### config.mk
export PLATFORM = sky130hd
export DESIGN_NAME = cpu_quad_clkgen
export DESIGN_NICKNAME = d
export VERILOG_FILES = /design/src/rtl/cpu_quad_clkgen_pkg.sv /design/src/rtl/cpu_quad_clkgen_sync_edge_detect.sv /design/src/rtl/cpu_quad_clkgen.sv
export SDC_FILE = /design/constraint.sdc
export NUM_CORES = 1
export LEC_CHECK = 0
export ABC_AREA = 1
export CAP_MARGIN = 25
export CORE_UTILIZATION = 34
export DETAILED_ROUTE_END_ITERATION = 6
export GPL_TIMING_DRIVEN = 0
export PLACE_DENSITY = 0.54
export SLEW_MARGIN = 5
export SYNTH_ARGS = -nofsm -noshare
export SYNTH_HDL_FRONTEND = slang
export SYNTH_SLANG_ARGS = --single-unit
export TNS_END_PERCENT = 5
### constraint.sdc
create_clock -name CLK_48M -period 2.6 [get_ports CLK_48M]
set_input_delay 0.52 -clock CLK_48M [delete_from_list [all_inputs] [get_ports CLK_48M]]
set_output_delay 0.52 -clock CLK_48M [all_outputs]
set_load 0.01 [all_outputs]
### src/rtl/cpu_quad_clkgen_pkg.sv
// -----------------------------------------------------------------------------
// cpu_quad_clkgen_pkg
// Shared definitions for the 6809-style quadrature clock generator:
//   - FSM state encoding
//   - helper for the quarter points of an E period of DIV master clocks
// -----------------------------------------------------------------------------
package cpu_quad_clkgen_pkg;

    typedef enum logic [1:0] {
        WAIT_SYNC = 2'd0,
        RUN       = 2'd1,
        STRETCH   = 2'd2
    } clkgen_state_e;

    // Phase value at quarter point k (0..3) of a DIV-long E period.
    function automatic int unsigned phase_pt(input int unsigned div, input int unsigned k);
        return (div / 4) * k;
    endfunction

endpackage

### src/rtl/cpu_quad_clkgen_sync_edge_detect.sv
// -----------------------------------------------------------------------------
// cpu_quad_clkgen_sync_edge_detect
// Registers a reference signal that is already synchronous to i_clk and flags
// its rising edge. o_rise is combinational: high in the cycle where i_d is 1
// and the previous sampled value was 0.
//
// Ports:
//   i_clk    clock
//   i_rst_n  asynchronous active-low reset (clears the history bit)
//   i_d      reference input
//   o_rise   rising-edge flag
// -----------------------------------------------------------------------------
module cpu_quad_clkgen_sync_edge_detect (
    input  logic i_clk,
    input  logic i_rst_n,
    input  logic i_d,
    output logic o_rise
);

    logic r_d;

    always_ff @(posedge i_clk or negedge i_rst_n) begin
        if (!i_rst_n) begin
            r_d <= 1'b0;
        end else begin
            r_d <= i_d;
        end
    end

    assign o_rise = i_d & ~r_d;

endmodule

### src/rtl/cpu_quad_clkgen.sv
// -----------------------------------------------------------------------------
// cpu_quad_clkgen
// Generates the quadrature CPU clock pair (E, Q) plus one-cycle edge strobes
// from the master clock, phase-locked to SYNC_IN, with E-high stretching on
// nMRDY bounded by STRETCH_MAX extra cycles.
//
// Ports:
//   CLK_48M     master clock
//   rst         asynchronous active-low reset
//   SYNC_IN     phase reference, synchronous to CLK_48M
//   nMRDY       active-low stretch request
//   E, Q        CPU clocks (Q leads E by DIV/4)
//   E_RISE/E_FALL/Q_RISE/Q_FALL  one-cycle strobes on the first cycle of a level
//   RUNNING     1 in RUN or STRETCH
//   STRETCH_TO  one-cycle pulse when a stretch is cut off by the timeout
//
// State      | meaning
// -----------+-----------------------------------------------------------------
// WAIT_SYNC  | idle, p held at 0, waiting for SYNC_IN rise (or none if !USE_SYNC)
// RUN        | p advances every cycle, wrapping DIV-1 -> 0
// STRETCH    | p held at DIV-1 (E high, Q low) while nMRDY low, bounded
// -----------------------------------------------------------------------------
module cpu_quad_clkgen
    import cpu_quad_clkgen_pkg::*;
#(
    parameter int unsigned DIV         = 32,
    parameter bit          USE_SYNC    = 1'b1,
    parameter int unsigned STRETCH_MAX = 15
) (
    input  logic CLK_48M,
    input  logic rst,
    input  logic SYNC_IN,
    input  logic nMRDY,
    output logic E,
    output logic Q,
    output logic E_RISE,
    output logic E_FALL,
    output logic Q_RISE,
    output logic Q_FALL,
    output logic RUNNING,
    output logic STRETCH_TO
);

    localparam int unsigned PW = $clog2(DIV);
    localparam int unsigned CW = (STRETCH_MAX > 0) ? $clog2(STRETCH_MAX + 1) : 1;
    localparam bit STRETCH_EN = (STRETCH_MAX != 0);

    localparam logic [PW-1:0] P_QTR  = PW'(phase_pt(DIV, 1));
    localparam logic [PW-1:0] P_HALF = PW'(phase_pt(DIV, 2));
    localparam logic [PW-1:0] P_3QTR = PW'(phase_pt(DIV, 3));
    localparam logic [PW-1:0] P_LAST = PW'(DIV - 1);

    // Counter holds 0 in the first stretch cycle, so the last allowed stretch
    // cycle is the one where it reads STRETCH_MAX-1.
    localparam logic [CW-1:0] C_MAX  = CW'(STRETCH_MAX);
    localparam logic [CW-1:0] C_LAST = CW'((STRETCH_MAX == 0) ? 0 : STRETCH_MAX - 1);

    clkgen_state_e r_state, w_state_nxt;
    logic [PW-1:0] r_p, w_p_nxt;
    logic [CW-1:0] r_cnt, w_cnt_nxt;
    logic          w_sync_rise;
    logic          w_timeout;
    logic          w_adv;

    logic r_e, r_q, r_e_rise, r_e_fall, r_q_rise, r_q_fall, r_running, r_stretch_to;

    cpu_quad_clkgen_sync_edge_detect u_sync (
        .i_clk   (CLK_48M),
        .i_rst_n (rst),
        .i_d     (SYNC_IN),
        .o_rise  (w_sync_rise)
    );

    always_ff @(posedge CLK_48M or negedge rst) begin
        if (!rst) begin
            r_state <= WAIT_SYNC;
            r_p     <= '0;
            r_cnt   <= '0;
        end else begin
            r_state <= w_state_nxt;
            r_p     <= w_p_nxt;
            r_cnt   <= w_cnt_nxt;
        end
    end

    always_comb begin
        w_state_nxt = r_state;
        w_p_nxt     = r_p;
        w_cnt_nxt   = r_cnt;
        w_timeout   = 1'b0;
        case (r_state)
            WAIT_SYNC: begin
                w_p_nxt = '0;
                if (!USE_SYNC || w_sync_rise) begin
                    w_state_nxt = RUN;
                end
            end
            RUN: begin
                if (r_p == P_LAST) begin
                    if (!nMRDY && STRETCH_EN) begin
                        w_state_nxt = STRETCH;
                        w_cnt_nxt   = '0;
                    end else begin
                        w_p_nxt = '0;
                    end
                end else begin
                    w_p_nxt = r_p + 1'b1;
                end
            end
            STRETCH: begin
                w_cnt_nxt = (r_cnt == C_MAX) ? r_cnt : r_cnt + 1'b1;
                // Timeout wins over a release arriving in the same cycle.
                if (r_cnt == C_LAST) begin
                    w_timeout   = 1'b1;
                    w_p_nxt     = '0;
                    w_state_nxt = RUN;
                end else if (nMRDY) begin
                    w_p_nxt     = '0;
                    w_state_nxt = RUN;
                end
            end
            default: begin
                w_state_nxt = WAIT_SYNC;
                w_p_nxt     = '0;
            end
        endcase
    end

    // Strobes fire only when p actually moves; WAIT_SYNC -> RUN keeps p at 0
    // and therefore produces no E_FALL.
    assign w_adv = (r_state != WAIT_SYNC) && (w_p_nxt != r_p);

    always_ff @(posedge CLK_48M or negedge rst) begin
        if (!rst) begin
            r_e          <= 1'b0;
            r_q          <= 1'b0;
            r_e_rise     <= 1'b0;
            r_e_fall     <= 1'b0;
            r_q_rise     <= 1'b0;
            r_q_fall     <= 1'b0;
            r_running    <= 1'b0;
            r_stretch_to <= 1'b0;
        end else begin
            r_e          <= (w_p_nxt >= P_HALF);
            r_q          <= (w_p_nxt >= P_QTR) && (w_p_nxt < P_3QTR);
            r_e_rise     <= w_adv && (w_p_nxt == P_HALF);
            r_e_fall     <= w_adv && (w_p_nxt == '0);
            r_q_rise     <= w_adv && (w_p_nxt == P_QTR);
            r_q_fall     <= w_adv && (w_p_nxt == P_3QTR);
            r_running    <= (w_state_nxt != WAIT_SYNC);
            r_stretch_to <= w_timeout;
        end
    end

    assign E          = r_e;
    assign Q          = r_q;
    assign E_RISE     = r_e_rise;
    assign E_FALL     = r_e_fall;
    assign Q_RISE     = r_q_rise;
    assign Q_FALL     = r_q_fall;
    assign RUNNING    = r_running;
    assign STRETCH_TO = r_stretch_to;

endmodule

==> results_dict.tcl <==
set metrics [dict create \
    status "finished clean" \
    hold_viol 0 \
    synth_nets 174 \
    n_antenna_cell 0 \
    grt_pass1_wl_um 4340 \
    relSlewSlack_pct 41.7 \
    cts_resized 0 \
    start_util_pct 36.3 \
    path_cells "ha_1, nand2_1, nor2_1, ha_1, nor2_1, nor2_1, nand2_1, nand2_2, nand2_2, nand2_1, nand2_1, nor2_1, nand3_1, nand2_1, nor2_1" \
    rsz0062_at_grt "false" \
    p_per_area_nw_per_um2 660 \
    yosysSeqAreaShare_pct 40.7 \
    switching_share_pct 35.0 \
    drtIter0Drc 24 \
    ys_ff_latch 20 \
    critPathMaxFanout 7 \
    layout_common_cells "nand2_1, dfrtp_1, nor2_1" \
    clock_latency_ps 300 \
    fp.dieArea_sq_um 3860 \
    drv_slew 0 \
    clockBufferDepth 2 \
    pwr-share-comb_pct 34.7 \
    antenna_left 0 \
    pin_count 12 \
    die_y_um 62.1 \
    cts_htree_levels 1 \
    postSynthAreaPerCell_sq_um 7.64 \
    hold_buffers 0 \
    skew_ps 2.85 \
    final_common_cell "nand2_1" \
    grt_usage_pct 14.1 \
    first_pass_iters 4 \
    largest_reg_flops 5 \
    drive_above_1_share_pct 14.2 \
    die_w_um 62.1 \
    drcViolationCount 0 \
    worstSetupPathType "reg2reg" \
    critPathLaunchType "flop" \
    cp_data_arrival_time_ps 2380 \
    grt_max_degree 21 \
    path_clk_slew_ps 110 \
    worstMarginPinSlew_ps 871 \
    clock_power_share_pct 26.4 \
    post_cts_buffers 0 \
    drv_cap 0 \
    synth.distinct_cells 24 \
    reg_top3 "r_p (5), r_cnt (4), r_state (2)" \
    cts_buffers 3 \
    setup_violations 0 \
    wl_um 2300 \
    core_sq_um 3390 \
    post-route-min-period_ps 2170 \
    rows 21 \
    area_delta_synth_final_pct 17.9 \
    dr_total_vias 1029 \
    leakagePower_uw 0.000758 \
    antenna_found_initial 0 \
    vdd_drop_max_mv 0.184 \
    worstPathRequired_ps 2810 \
    syn-cell-area_sq_um 1230 \
    p_int_uw 622 \
    numPortBuffers 11 \
    power.switching_uw 335 \
    netlist_instances 161 \
    grt_pass1_vias 1006 \
    fin_tns_setup_ps 0 \
    cp-end-kind "flop" \
    crit_slowest_cell "dfrtp_1" \
    regMostFlops "r_p" \
    post_drt_wl_per_cell_um 10.4 \
    clockRootBuffer "clkbuf_4" \
    finalWeightedCongestion 0.848 \
    seq_power_share_pct 38.9 \
    cpPeakStageDelay_ps 480 \
    utilization_pct 42.8 \
    yosys_warnings 0 \
    fin_nets 190 \
    grt_overflow 0 \
    post-dp-hpwl_um 1840 \
    cts_tree "built" \
    hp-class "reg2reg" \
    fin_crit_sh_pct 83.5 \
    vias_per_cell 4.64 \
    cts.sinks 20 \
    fmax_mhz 460 \
]
## power groups by stage
stage	Sequential (uW)	Clock [uW]	Combinational [uW]
global placement	378	0	328
floorplan	379	0	235
detailed placement	378	0	338
finish	372	253	332
CTS	372	263	339
global route	379	274	386
## metal layers
| layer | share of wire [%] | GRT usage, % | up-vias |
|---|---|---|---|
| met2 | 48 | 22.9 | 15 |
| met3 | 2.0 | 1.29 | 3 |
| met1 | 49 | 18.8 | 473 |
| met5 | 0 | 0 | - |
| li1 | - | - | 538 |
| met4 | 1.2 | 6.98 | 0 |
## final timing paths
kind	startpoint	end	slack [ps]	depth (start not counted)
worst max-delay path	r_p[0]	Q_RISE	430	15
worst min-delay path	r_cnt[1]	r_cnt[1]	570	2
worst max register to register	r_p[0]	Q_RISE	430	15
worst min register to register	r_cnt[1]	r_cnt[1]	570	2
max in group asynchronous	rst	r_cnt[0]	1370	1
min in group asynchronous	rst	r_cnt[1]	700	1
## cell type report
type / count / area, sq um
fill: 364 / 1940
multi-input combinational: 114 / 623
sequential: 20 / 500
timing repair buffer: 11 / 110
inverter: 25 / 93.8
tap: 46 / 57.6
clock inverter: 1 / 30.0
clock buffer: 3 / 22.5
buffer: 2 / 12.5
## logic make-up after synthesis
kind of cell | after synthesis | synth area share (%)
compound gates | 14 | 6.21
xor+xnor | 1 | 0.712
fa+ha+maj | 9 | 9.16
buf+inv | 27 | 8.65
flops | 20 | 40.7
simple gates | 90 | 34.6
## per-stage QoR
step                      hold WS (ps)  power (uW)  cells  instance area (sq um)  setup WS (ps)
after floorplan                    224         614    161                   1230            707
after global placement             530         705    218                   1400            416
after detailed placement           550         716    218                   1400            405
after CTS                          579         974    222                   1450            415
after global routing               612        1040    222                   1450            124
final                              567         957    222                   1450            428
## worst max-delay path, delay by kind of cell, from the launching register on
family,cells,cell delay (ps)
AND/OR/NAND/NOR,13,1070
adder cells (fa/ha/maj),2,510
flip-flops,1,480
## synthesized netlist by cell type
master,count,area [sq um]
nor2_1,19,71.3
dfrtp_1,20,500
a21oi_1,5,25.0
or2_0,1,6.26
inv_2,7,26.3
nor2_2,1,6.26
nand3b_1,1,7.51
buf_2,1,5.00
nand2_2,6,37.5
nand4_1,7,43.8
o21ai_0,7,35.0
xor2_1,1,8.76
nand3_1,12,60.1
ha_1,9,113
buf_4,1,7.51
a211oi_1,1,7.51
nor3_1,1,5.00
inv_1,18,67.6
a21oi_2,1,8.76
nor3_4,1,16.3
nand2_1,38,143
and3_2,1,7.51
nand2_4,1,11.3
nand3_2,1,10.0
Power figures use the tool's default switching activity.
